## src/rtl/joy_scan_pkg.sv

```systemverilog
// Shared constants, FSM encoding and the slot-to-bit map for the joystick
// shift-register scanner.
package joy_scan_pkg;

    localparam int NUM_SLOTS = 26;
    localparam logic [4:0] FIRST_SAMPLE_SLOT = 5'd2;
    localparam logic [4:0] LAST_SLOT = 5'(NUM_SLOTS - 1);

    typedef enum logic [1:0] {
        IDLE  = 2'd0,
        LOAD  = 2'd1,
        SHIFT = 2'd2,
        EVAL  = 2'd3
    } state_t;

    // player: 0 = joystick 1, 1 = joystick 2
    typedef struct packed {
        logic       player;
        logic [3:0] bit_idx;
    } slot_map_t;

    // Order in which the external register presents the button bits.
    function automatic slot_map_t slot_map(input logic [4:0] slot);
        slot_map_t m;
        m = '{player: 1'b0, bit_idx: 4'd0};
        case (slot)
            5'd2:  m = '{player: 1'b0, bit_idx: 4'd8};
            5'd3:  m = '{player: 1'b0, bit_idx: 4'd6};
            5'd4:  m = '{player: 1'b0, bit_idx: 4'd5};
            5'd5:  m = '{player: 1'b0, bit_idx: 4'd4};
            5'd6:  m = '{player: 1'b0, bit_idx: 4'd3};
            5'd7:  m = '{player: 1'b0, bit_idx: 4'd2};
            5'd8:  m = '{player: 1'b0, bit_idx: 4'd1};
            5'd9:  m = '{player: 1'b0, bit_idx: 4'd0};
            5'd10: m = '{player: 1'b1, bit_idx: 4'd8};
            5'd11: m = '{player: 1'b1, bit_idx: 4'd6};
            5'd12: m = '{player: 1'b1, bit_idx: 4'd5};
            5'd13: m = '{player: 1'b1, bit_idx: 4'd4};
            5'd14: m = '{player: 1'b1, bit_idx: 4'd3};
            5'd15: m = '{player: 1'b1, bit_idx: 4'd2};
            5'd16: m = '{player: 1'b1, bit_idx: 4'd1};
            5'd17: m = '{player: 1'b1, bit_idx: 4'd0};
            5'd18: m = '{player: 1'b1, bit_idx: 4'd10};
            5'd19: m = '{player: 1'b1, bit_idx: 4'd11};
            5'd20: m = '{player: 1'b1, bit_idx: 4'd9};
            5'd21: m = '{player: 1'b1, bit_idx: 4'd7};
            5'd22: m = '{player: 1'b0, bit_idx: 4'd10};
            5'd23: m = '{player: 1'b0, bit_idx: 4'd11};
            5'd24: m = '{player: 1'b0, bit_idx: 4'd9};
            5'd25: m = '{player: 1'b0, bit_idx: 4'd7};
            default: m = '{player: 1'b0, bit_idx: 4'd0};
        endcase
        return m;
    endfunction

endpackage

```

## src/rtl/joy_clk_div.sv

```systemverilog
// Half-period divider for the joystick shift clock. Held at count 0 with the
// clock low whenever the scan is not running, so every slot starts clean.
module joy_clk_div #(
    parameter int CLK_DIV = 16
) (
    input  logic clk,
    input  logic reset,
    input  logic run,
    output logic joy_clk,
    output logic slot_end
);

    localparam int CNT_W = $clog2(CLK_DIV);
    localparam logic [CNT_W-1:0] CNT_LAST = CNT_W'(CLK_DIV - 1);

    logic [CNT_W-1:0] count;
    logic             tick;

    assign tick = run && (count == CNT_LAST);
    // A tick while high is the last cycle of the slot and the sample point.
    assign slot_end = tick && joy_clk;

    always_ff @(posedge clk) begin
        if (reset || !run) begin
            count <= '0;
        end else if (tick) begin
            count <= '0;
        end else begin
            count <= count + 1'b1;
        end
    end

    always_ff @(posedge clk) begin
        if (reset || !run) begin
            joy_clk <= 1'b0;
        end else if (tick) begin
            joy_clk <= ~joy_clk;
        end
    end

endmodule

```

## src/rtl/joy_serial_scanner.sv

```systemverilog
// Scans the two-player joystick shift register, deserialises each 26-slot
// frame and commits the words only after they repeat for STABLE_FRAMES frames.
module joy_serial_scanner
    import joy_scan_pkg::*;
#(
    parameter int CLK_DIV       = 16,
    parameter int STABLE_FRAMES = 2
) (
    input  logic        clk,
    input  logic        reset,
    input  logic        scan_en,
    input  logic        joy_data,
    output logic        joy_clk,
    output logic        joy_load,
    output logic [11:0] joystick1,
    output logic [11:0] joystick2,
    output logic        frame_done,
    output logic        changed
);

    localparam logic [2:0] STABLE_MAX = 3'(STABLE_FRAMES);

    state_t      state;
    state_t      state_next;
    logic        run;
    logic        slot_end;
    logic [4:0]  slot;
    slot_map_t   map;
    logic        sample;
    logic        joy_data_p0;
    logic        joy_data_p1;
    logic [11:0] sh1;
    logic [11:0] sh2;
    logic [23:0] frame_word;
    logic [23:0] prev;
    logic [2:0]  stable_cnt;
    logic [2:0]  cnt_next;
    logic        commit;

    assign run = (state == LOAD) || (state == SHIFT);

    joy_clk_div #(
        .CLK_DIV (CLK_DIV)
    ) u_div (
        .clk      (clk),
        .reset    (reset),
        .run      (run),
        .joy_clk  (joy_clk),
        .slot_end (slot_end)
    );

    // joy_data is asynchronous to clk
    always_ff @(posedge clk) begin
        if (reset) begin
            joy_data_p0 <= 1'b1;
            joy_data_p1 <= 1'b1;
        end else begin
            joy_data_p0 <= joy_data;
            joy_data_p1 <= joy_data_p0;
        end
    end

    always_ff @(posedge clk) begin
        if (reset) begin
            state <= IDLE;
        end else begin
            state <= state_next;
        end
    end

    always_comb begin
        state_next = state;
        case (state)
            IDLE:  if (scan_en) state_next = LOAD;
            LOAD:  if (slot_end) state_next = SHIFT;
            SHIFT: if (slot_end && (slot == LAST_SLOT)) state_next = EVAL;
            EVAL:  state_next = scan_en ? LOAD : IDLE;
            default: state_next = IDLE;
        endcase
    end

    always_comb begin
        joy_load   = (state != LOAD);
        frame_done = (state == EVAL);
    end

    always_ff @(posedge clk) begin
        if (reset || !run) begin
            slot <= 5'd0;
        end else if (slot_end) begin
            slot <= slot + 5'd1;
        end
    end

    assign map    = slot_map(slot);
    assign sample = (state == SHIFT) && slot_end && (slot >= FIRST_SAMPLE_SLOT);

    always_ff @(posedge clk) begin
        if (reset) begin
            sh1 <= 12'hFFF;
            sh2 <= 12'hFFF;
        end else if (sample) begin
            if (map.player) begin
                sh2[map.bit_idx] <= joy_data_p1;
            end else begin
                sh1[map.bit_idx] <= joy_data_p1;
            end
        end
    end

    // Stability filter: the count saturates so a held input keeps committing.
    assign frame_word = {sh1, sh2};

    always_comb begin
        cnt_next = 3'd1;
        if (frame_word == prev) begin
            cnt_next = (stable_cnt >= STABLE_MAX) ? STABLE_MAX : stable_cnt + 3'd1;
        end
    end

    assign commit = (cnt_next >= STABLE_MAX);

    always_ff @(posedge clk) begin
        if (reset) begin
            prev       <= '1;
            stable_cnt <= 3'd0;
            joystick1  <= 12'hFFF;
            joystick2  <= 12'hFFF;
            changed    <= 1'b0;
        end else begin
            changed <= 1'b0;
            if (state == EVAL) begin
                prev       <= frame_word;
                stable_cnt <= cnt_next;
                if (commit) begin
                    joystick1 <= sh1;
                    joystick2 <= sh2;
                    changed   <= (frame_word != {joystick1, joystick2});
                end
            end
        end
    end

endmodule

```

## config.mk

```make
export PLATFORM = sky130hd
export DESIGN_NAME = joy_serial_scanner
export DESIGN_NICKNAME = d
export VERILOG_FILES = /design/src/rtl/joy_scan_pkg.sv /design/src/rtl/joy_clk_div.sv /design/src/rtl/joy_serial_scanner.sv
export SDC_FILE = /design/constraint.sdc
export NUM_CORES = 1
export LEC_CHECK = 0
export BUFFER_PORTS_ARGS = -buffer_cell sky130_fd_sc_hd__buf_2
export CORE_AREA = 2 2 112 114
export CTS_CLUSTER_SIZE = 12
export DETAILED_ROUTE_END_ITERATION = 10
export DIE_AREA = 0 0 114 116
export HOLD_SLACK_MARGIN = 0.15
export PLACE_DENSITY = 0.61
export SKIP_LAST_GASP = 1
export SYNTH_ARGS = -nofsm -noshare
export SYNTH_HDL_FRONTEND = slang
export SYNTH_HIERARCHICAL = 1
export SYNTH_SLANG_ARGS = --single-unit
```

## constraint.sdc

```tcl
create_clock -name clk -period 3.72 [get_ports clk]
set_input_delay 0.93 -clock clk [delete_from_list [all_inputs] [get_ports clk]]
set_output_delay 0.93 -clock clk [all_outputs]
set_load 0.02 [all_outputs]
```

==> metrics.md, run 1 <==
| Metric | Value |
|---|---|
| Status | finished clean |
| DR DRC count | 0 |
| Worst Path Arrival | 3.10 ns |
| Core ar. | ~0.012 mm^2 |
| Clock Latency Late Sink | ~0.34 ns |
| FF+latch count, synth | 95 |
| Die Area | 0.0132 mm^2 |
| Top cell type's share of synthesized area | roughly two fifths |
| Reg area | around 0.0019 mm^2 |
| Top delay family on crit path | adder cells |
| CP Capture Type | flip-flop |
| Commonest non-fill, non-tap cell in the layout | dfxtp_1 |
| Most frequent cells in the layout | dfxtp_1, nand2_1, nor3_1, xor2_1, a31oi_1 |
| Max Slew Vio Count | 0 |
| Via count | approximately 4,100 |
| Largest cells by area after synthesis | dfxtp_1, xor2_1, nor3_1 |
| Clk buf depth | 2 |
| Final hold vios | 0 |
| Cells on worst reg2reg path | 12 |
| Post-layout min period | about 2.9 ns |
| Initial drt markers | about 310 |
| Layout area overhead | 9.71% |
| Post-synth top area cell | dfxtp_1 |
| Die X | approximately 110 um |
| Worst R2R End | map[1]$_DFF_P_ |
| Die Ht | between 100 and 150 um |
| CP Class | reg2reg |
| Setup-failing EPs final | 0 |
| Peak fanout along the critical path | 15 |
| Clk_skew | slightly above 0.005 ns |
| Maxcap violations | 0 |
| EDFF count, synth | 0 |
| Routability congestion estimate | between 0.8 and 0.9 |
| Crit-path slowest cell | a211oi_1 |
| Area of the multi-input gates | between 0.002 and 0.003 mm^2 |
| CP cell instances | inv_1, ha_1, nand2_1, nor2_1, buf_4, nor2_1, a211oi_1, inv_1, ha_1, mux2_1, nand3_1, a32oi_1 |
| Rel. slew slack | 37.4% |
| Vias in the first global route | between 3,000 and 4,000 |
| Setup slack, reg-to-reg | about 0.84 ns |
| Peak VDD IR | approximately 290 uV |
| PD cells | 483 mW/mm^2 |
| Seq/Total Area, Yosys | 38.3% |
| Critical Path Sink | map[1]$_DFF_P_ |
| N_diodes | 0 |
| Slew @ Worst Pin | between 0.9 and 1 ns |
| Clock sink count | 95 |
| Layout cells sized above 1 | between 10 and 15% |
| Total number of H-tree levels | 3 |
| WP depth | 12 |
| Global route overflow | 0 |
| CP startpoint | state[1]$_SDFFE_PP0P_ |
| Clk slew on worst S/H paths | about 0.060 ns |
| Critical Path RT | 3.93 ns |
| Initial core utilization | 41.7% |
| Post-cts sizing count | 0 |
| Root Buffer Master | clkbuf_16 |
| Reg2reg start | state[1]$_SDFFE_PP0P_ |
| Distinct cells, synth | 56 |
| Setup TNS | 0 ns |
| Ys flop type | dfxtp_1 |
| Asr flop ratio synth | 0% |
| First-pass GRT wire length | around 19,000 um |
| Worst min path class | reg2reg |
| Floorplan row count | 40 |
| Antenna violations before repair | 0 |
| Mapped Avg Cell Area | between 8 and 9 um^2 |
| WHS Path Cells | 1 |
| Crit-path max cell delay | 0.50 ns |
| Worst Path Buf+Inv | 3 |
| Largest net degree at the start of global routing | between 80 and 90 |
| Hold Buf Count CTS | 0 |
| Vias per inst | 5.63 |
| I/O Buffers | 31 |
| Leakage | about 0.0021 uW |
| Worst Hold Slack | a little over 0.4 ns |
| Final wirelength | roughly 11,000 um |
| Achievable Freq | about 350 MHz |
| RSZ-0062 raised after global routing | no |
| CTS tree | yes |
| Mapped cell area | between 0.004 and 0.005 mm^2 |
| Fillers | about 1,200 |
| Postcts setup bufs | 0 |
| Io pins | 32 |
| YS warnings | 6 |
| CP startpoint kind | flip-flop |
| Num CTS Buffers | 9 |
| Fin nets | between 600 and 700 |
| GRT Util Overall | roughly 18% |
| Syn Nets | between 500 and 600 |
| DRT Pass-1 Iters | 5 |
| WL/cell | between 15 and 20 um |
| Post-Synthesis Cells | approximately 570 |
| Crit share post-route | between 70% and 80% |
| Antenna Nets Post-Route | 0 |
| Detailed placement HPWL | 7990 um |
worst min path at each step:
stage	from	slack (ns)	end
3_3_place_gp	joy_data_p0$_SDFF_PP1_	0.40	joy_data_p1$_SDFF_PP1_
2_1_floorplan	joy_data_p0$_SDFF_PP1_	0.39	joy_data_p1$_SDFF_PP1_
5_1_grt	joy_data_p0$_SDFF_PP1_	0.44	joy_data_p1$_SDFF_PP1_
4_1_cts	joy_data_p0$_SDFF_PP1_	0.41	joy_data_p1$_SDFF_PP1_
6_report	joy_data_p0$_SDFF_PP1_	0.41	joy_data_p1$_SDFF_PP1_
3_5_place_dp	joy_data_p0$_SDFF_PP1_	0.40	joy_data_p1$_SDFF_PP1_
synth_stat cells (2+ instances only):
cell type	instances
a211o_1	24
a211oi_1	12
a21oi_1	21
a221oi_1	2
a31oi_1	35
and2_1	3
and3_1	3
and4_1	18
buf_1	3
buf_2	9
buf_4	4
buf_6	5
clkbuf_1	20
dfxtp_1	95
ha_1	16
inv_1	12
nand2_1	58
nand2b_1	6
nand3_1	2
nand4_1	8
nor2_1	19
nor2b_1	30
nor3_1	44
nor4_1	10
nor4bb_1	2
o21ai_0	2
o21ai_1	26
or2_1	2
or2_2	2
xnor2_1	14
xor2_1	41
power breakdown:
part           internal, uW  total, uW  switching, uW  leakage, uW
Clock                   519        901            383     0.000142
Sequential             1080       1120           43.5     0.000770
Combinational           207        609            402      0.00114
Total                  1800       2630            828      0.00205
registers in the layout, indices dropped and copies added, names as in the netlist:
| name | count |
|---|---|
| slot | 5 |
| stable_cnt | 3 |
| joy_data_p1 | 1 |
| joystick1 | 12 |
| sh1 | 12 |
| state | 2 |
| joy_data_p0 | 1 |
| sh2 | 12 |
| u_div/joy_clk | 1 |
| prev | 24 |
| changed | 1 |
| u_div/count | 4 |
| joystick2 | 12 |
| map | 5 |
layout make-up:
type	count	share of cell area (%)
Multi-Input combinational cell	424	51.4
Sequential cell	95	34.9
Clock buffer	10	4.20
Timing Repair Buffer	40	4.09
Tap cell	147	3.38
Clock inverter	6	1.13
Inverter	13	0.896
cells by family after synthesis:
family                   share of synthesized area (%)
multiplexers                                     0.429
AND/OR/NAND/NOR                                   24.3
buffers and inverters                             5.37
AO/OA/AOI/OAI                                     17.5
XOR/XNOR                                          10.0
flip-flops                                        38.3
adder cells (fa/ha/maj)                           4.03
metrics by stage:
stage	instances	utilization (%)	setup WS (ns)	instance area, um^2	total power (uW)
after floorplan	573	-	1.03	4960	1670
after global placement	719	43.3	0.958	5150	1730
after detailed placement	719	43.3	0.830	5150	1750
after CTS	735	45.7	0.830	5450	2660
after global routing	735	45.7	0.500	5450	2780
final	735	45.7	0.837	5450	2630
layer usage:
metal  up-vias  track usage, %  routed length [um]
met5         -               0                   0
met4         0            5.12                 188
met2        87            30.7                5420
li1       2084               -                   -
met1      1952            22.7                5300
met3        18            4.08                 461
Note: power is estimated with default switching activity, not from simulation.
==> run 2, diff against run 1 <==
PLACE_DENSITY = 0.63   (was 0.61)
clock period = 2.42 ns   (was 3.72 ns; I/O delays follow)
==> run 2 against run 1 <==
  * Clock-buffer cell count rose by 1
  * Cell count rose by 4.4%
  * Non-clock buffer count rose by 32
==> metrics.md, run 2 (same netlist as run 1, synthesis figures left out) <==
| Metric | Value |
|---|---|
| CTS tree | yes |
| Worst Hold Slack | 0.409 ns |
| Rel. slew slack | 45.6% |
| Largest net degree at the start of global routing | 77 |
| CP Class | reg2reg |
| Clk_skew | ~0.0052 ns |
| Fin util | 48.8% |
| Hold_sp | joy_data_p0$_SDFF_PP1_ |
| Setup-failing EPs final | 0 |
| Reg2reg start | state[0]$_SDFFE_PP0P_ |
| Peak fanout along the critical path | 8 |
| Vias per inst | around 5.6 |
| Final wirelength | around 12,000 um |
| Routability congestion estimate | about 0.85 |
| Layout cells sized above 1 | approximately 18% |
| DRT Pass-1 Iters | 6 |
| Worst min path class | reg2reg |
| WL/cell | between 15 and 20 um |
| Critical Path RT | roughly 2.6 ns |
| CP startpoint kind | flip-flop |
| Floorplan row count | 40 |
| DR DRC count | 0 |
| Slew @ Worst Pin | 0.816 ns |
| Core ar. | 0.0119 mm^2 |
| Post-layout min period | about 2.3 ns |
| Global route overflow | 0 |
| Total number of H-tree levels | 3 |
| Initial drt markers | roughly 390 |
| Via count | between 4,000 and 5,000 |
| Max reg flops | 24 |
| Die Area | ~0.013 mm^2 |
| GRT Util Overall | between 10% and 20% |
| Die X | about 110 um |
| Fin nets | roughly 640 |
| CP Capture Type | flip-flop |
| Largest reg by FF count | prev |
| Achievable Freq | approximately 430 MHz |
| I/O Buffers | 31 |
| Antenna violations before repair | 0 |
| Commonest non-fill, non-tap cell in the layout | dfxtp_1 |
| Maxcap violations | 0 |
| Clock sink count | 95 |
| PD cells | about 750 mW/mm^2 |
| Final hold vios | 0 |
| Fillers | approximately 1,200 |
| Antenna Nets Post-Route | 0 |
| Detailed placement HPWL | 8440 um |
| Io pins | 32 |
| Clk buf depth | 2 |
| Max Slew Vio Count | 0 |
| N_diodes | 0 |
| Root Buffer Master | clkbuf_16 |
| Layout area overhead | 17.0% |
| Clock Latency Late Sink | between 0.3 and 0.4 ns |
| Leakage | 0.00223 uW |
| Vias in the first global route | between 3,000 and 4,000 |
| Initial core utilization | 41.7% |
| First-pass GRT wire length | just under 20,000 um |
| Die Ht | ~120 um |
| Crit share post-route | a little over nine tenths |
| Status | finished clean |
| Clk slew on worst S/H paths | ~0.060 ns |
| Peak VDD IR | 434 uV |
| Num CTS Buffers | 9 |
| Most frequent cells in the layout | dfxtp_1, nand2_1, nor3_1, xor2_1, buf_4 |
| CP startpoint | state[0]$_SDFFE_PP0P_ |
| Worst Path Arrival | between 2 and 3 ns |
| RSZ-0062 raised after global routing | yes |
[run 2: changes by cell type in the layout (fill, tap and decap cells not counted), moves of 2 or more]
cell	before	now
clkinv_2	3	1
buf_4	9	40
inv_2	1	3
nor2_1	19	17
ha_1	15	13
inv_1	12	10
[run 2: layout make-up]
cell class	count	area (um^2)	share of cell area (%)
well taps	147	184	3.17
inverters	13	48.8	0.840
repair buffers	72	467	8.04
clock inverters	5	81.3	1.40
multi-input cells	424	2880	49.6
clock buffers	11	243	4.18
flip-flops and latches	95	1900	32.8
[run 2: final timing paths]
kind / cells past startpoint / to / slack [ns]
setup / recovery: 10 / map[1]$_DFF_P_ / 0.11
setup reg to reg: 10 / map[1]$_DFF_P_ / 0.11
hold reg to reg: 1 / joy_data_p1$_SDFF_PP1_ / 0.41
hold / removal: 1 / joy_data_p1$_SDFF_PP1_ / 0.41
[run 2: where the power goes]
group / switching [uW] / total [uW] / internal, uW
combinational: 685 / 1080 / 396
sequential: 62.9 / 1720 / 1660
clock: 590 / 1520 / 934
[run 2: critical path: stages (launching register included)]
cell and delay, ns:
dfxtp_2 0.35, inv_1 0.08, ha_4 0.30, nand2_1 0.08, nor2_4 0.21, buf_6 0.14, nand4_1 0.18, xnor2_4 0.35
mux2_4 0.33, nand3_1 0.08, a32oi_1 0.06
[run 2: metal layers]
layer / GRT usage [%] / wire length, um / up-vias
li1: - / - / 2146
met2: 33.0 / 5930 / 110
met1: 23.0 / 5480 / 2018
met5: 0 / 0 / -
met3: 3.35 / 450 / 24
met4: 5.69 / 250 / 0
[run 2: through the flow]
| stage | instances | cell area [um^2] | TNS (ns) | worst slack (ns) | total power, uW |
|---|---|---|---|---|---|
| global placement | 742 | 5350 | 0 | 0.109 | 2780 |
| CTS | 760 | 5700 | 0 | 0.00184 | 4350 |
| detailed placement | 742 | 5350 | -0.00978 | -0.00978 | 2820 |
| global route | 767 | 5810 | -0.0401 | -0.0313 | 4560 |
| finish | 767 | 5810 | 0 | 0.114 | 4330 |
| floorplan | 573 | 4990 | 0 | 0.0105 | 2590 |
[run 2: what timing repair did]
item,in CTS,in global routing
buffers inserted,2,7
gates resized for setup,1,15
pin swaps,2,7
setup endpoints to repair,2,5
hold buffers,0,0
==> run 3, diff against run 2 <==
CELL_PAD_IN_SITES_DETAIL_PLACEMENT = 0   (was unset)
CELL_PAD_IN_SITES_GLOBAL_PLACEMENT = 1   (was unset)
PLACE_DENSITY = 0.78   (was 0.63)
==> run 3 against run 2 <==
  * Die area stayed put
  * Hold slack better by 0.0065 ns
  * Clock power is 8% higher
  * Register-to-register slack better by 0.06 ns
  * Critical path type unchanged
  * Power is 2.7% higher
  * Fmax is 2.7% higher
  * Sequential share of layout area is 0.26 points higher
  * Cell area is 0.80% lower
  * Clock skew hardly changed
  * First-iteration DRC count is 0.25% lower
  * Clock-buffer cell count is 1 lower
  * Sequential power hardly changed
==> metrics.md, run 3 (same netlist as run 1, synthesis figures left out) <==
| Metric | Value |
|---|---|
| Crit share post-route | between 90% and 100% |
| Hold Buf Count CTS | 0 |
| N_diodes | 0 |
| Worst R2R End | map[0]$_DFF_P_ |
| Hold_sp | joy_data_p0$_SDFF_PP1_ |
| Final wirelength | about 12,000 um |
| Rel. slew slack | 45.2% |
| Vias in the first global route | 3,886 |
| DR DRC count | 0 |
| Clock share of power | a little under two fifths |
| Placed Cells | 740 |
| Clock sink count | 95 |
| Switching part of the total power | a little under a third |
| Internal power | slightly above 3000 uW |
| WHS Path Cells | 1 |
| Cells on worst reg2reg path | 10 |
| Die X | roughly 110 um |
| Initial core utilization | between 40% and 50% |
| Io pins | 32 |
| Worst Path Arrival | roughly 2.5 ns |
| CP Class | reg2reg |
| Maxcap violations | 0 |
| Worst min path class | reg2reg |
| CP Capture Type | flip-flop |
| PD cells | about 770 mW/mm^2 |
| Slew @ Worst Pin | ~0.82 ns |
| Core ar. | between 0.01 and 0.015 mm^2 |
| WL/cell | ~16 um |
| Setup-failing EPs final | 0 |
| Total number of H-tree levels | 3 |
| Clock Latency Late Sink | approximately 0.35 ns |
| Peak fanout along the critical path | 6 |
| Antenna Nets Post-Route | 0 |
| Root Buffer Master | clkbuf_16 |
| CP startpoint kind | flip-flop |
| Fin util | 48.4% |
| I/O Buffers | 31 |
| Global route overflow | 0 |
| Switch Pwr | ~1300 uW |
| Commonest non-fill, non-tap cell in the layout | dfxtp_1 |
| Combinational power share | 24.3% |
| Status | finished clean |
| Clk slew on worst S/H paths | approximately 0.060 ns |
| Vias per inst | around 5.6 |
| Fin nets | 629 |
| Max Slew Vio Count | 0 |
| Leakage | around 0.0022 uW |
| Initial drt markers | 392 |
| Antenna violations before repair | 0 |
| First-pass GRT wire length | a little under 20,000 um |
| Num CTS Buffers | 9 |
| DRT Pass-1 Iters | 7 |
| Most frequent cells in the layout | dfxtp_1, nand2_1, nor3_1, xor2_1, a31oi_1 |
| Peak VDD IR | around 390 uV |
| Setup slack, reg-to-reg | about 0.17 ns |
| Post-route insts no fill | between 700 and 800 |
| Layout cells sized above 1 | 16.4% |
| Seq pwr share | 38.7% |
| Detailed placement HPWL | 8290 um |
| GRT Util Overall | around a fifth |
| Clk buf depth | 2 |
| Die Ht | 116 um |
| Die Area | between 0.01 and 0.015 mm^2 |
| Max reg flops | 24 |
| CTS tree | yes |
| Critical Path RT | 2.68 ns |
| Endpoint, Worst Hold | joy_data_p1$_SDFF_PP1_ |
| Pwr Total | about 4400 uW |
| Layout area overhead | 16.1% |
| Post-layout min period | ~2.2 ns |
| Via count | about 4,200 |
| Achievable Freq | between 400 and 500 MHz |
| RSZ-0062 raised after global routing | no |
| Reg2reg start | u_div/count[0]$_SDFF_PP0_ |
| Floorplan row count | 40 |
| Final hold vios | 0 |
| Clk_skew | roughly 0.0055 ns |
| Largest reg by FF count | prev |
| Largest net degree at the start of global routing | 77 |
| Routability congestion estimate | approximately 0.8 |
## run 3: through the flow
step / worst slack [ns] / hold WS (ns) / area, um^2 / TNS [ns]
6_report: 0.174 / 0.415 / 5760 / 0
4_1_cts: 0.105 / 0.420 / 5700 / 0
3_3_place_gp: 0.132 / 0.396 / 5340 / 0
2_1_floorplan: 0.0105 / 0.389 / 4990 / 0
3_5_place_dp: -0.0405 / 0.402 / 5340 / -0.0770
5_1_grt: 0.0116 / 0.435 / 5760 / 0
## run 3: worst max-delay path by stage
| stage | startpoint | endpoint | slack, ns |
|---|---|---|---|
| 3_3_place_gp | state[0]$_SDFFE_PP0P_ | map[1]$_DFF_P_ | 0.13 |
| 6_report | u_div/count[0]$_SDFF_PP0_ | map[0]$_DFF_P_ | 0.17 |
| 2_1_floorplan | state[1]$_SDFFE_PP0P_ | map[1]$_DFF_P_ | 0.01 |
| 5_1_grt | state[1]$_SDFFE_PP0P_ | state[0]$_SDFFE_PP0P_ | 0.01 |
| 3_5_place_dp | state[0]$_SDFFE_PP0P_ | map[0]$_DFF_P_ | -0.04 |
| 4_1_cts | state[0]$_SDFFE_PP0P_ | map[0]$_DFF_P_ | 0.10 |
## run 3: area by class of cell
cell class                 count  area (um^2)
fill                        1138         6150
tap                          147          184
multi-input combinational    425         2870
clock inverter                 6          108
timing repair buffer          65          410
sequential                    95         1900
clock buffer                  10          239
inverter                      13         48.8
## run 3: what timing repair did
item,CTS,global route
pin swaps,1,2
endpoints found under the setup margin,2,5
setup buffers,2,2
cloned,0,1
gates resized for setup,0,6
## run 3: critical path, stage by stage (launching register included)
cell	delay (ns)
dfxtp_1	0.38
ha_1	0.25
nand3_2	0.16
nor2_4	0.18
buf_4	0.17
a211oi_2	0.08
buf_4	0.16
ha_1	0.23
nor4_1	0.31
a31oi_1	0.07
a22oi_1	0.19
## run 3: power by group through the flow
stage | Combinational (uW) | Clock, uW | Sequential [uW]
after global routing | 1210 | 1750 | 1730
after global placement | 1030 | 0 | 1750
after detailed placement | 1050 | 0 | 1750
after CTS | 1060 | 1680 | 1720
final | 1080 | 1640 | 1720
after floorplan | 840 | 0 | 1750
## run 3: layer usage
layer / share of wire, % / routed length, um / GRT usage [%]
met1: 45 / 5400 / 24.0
met2: 48 / 5750 / 30.6
met3: 4.0 / 484 / 2.98
met4: 3.6 / 429 / 10.0
met5: 0 / 0 / 0
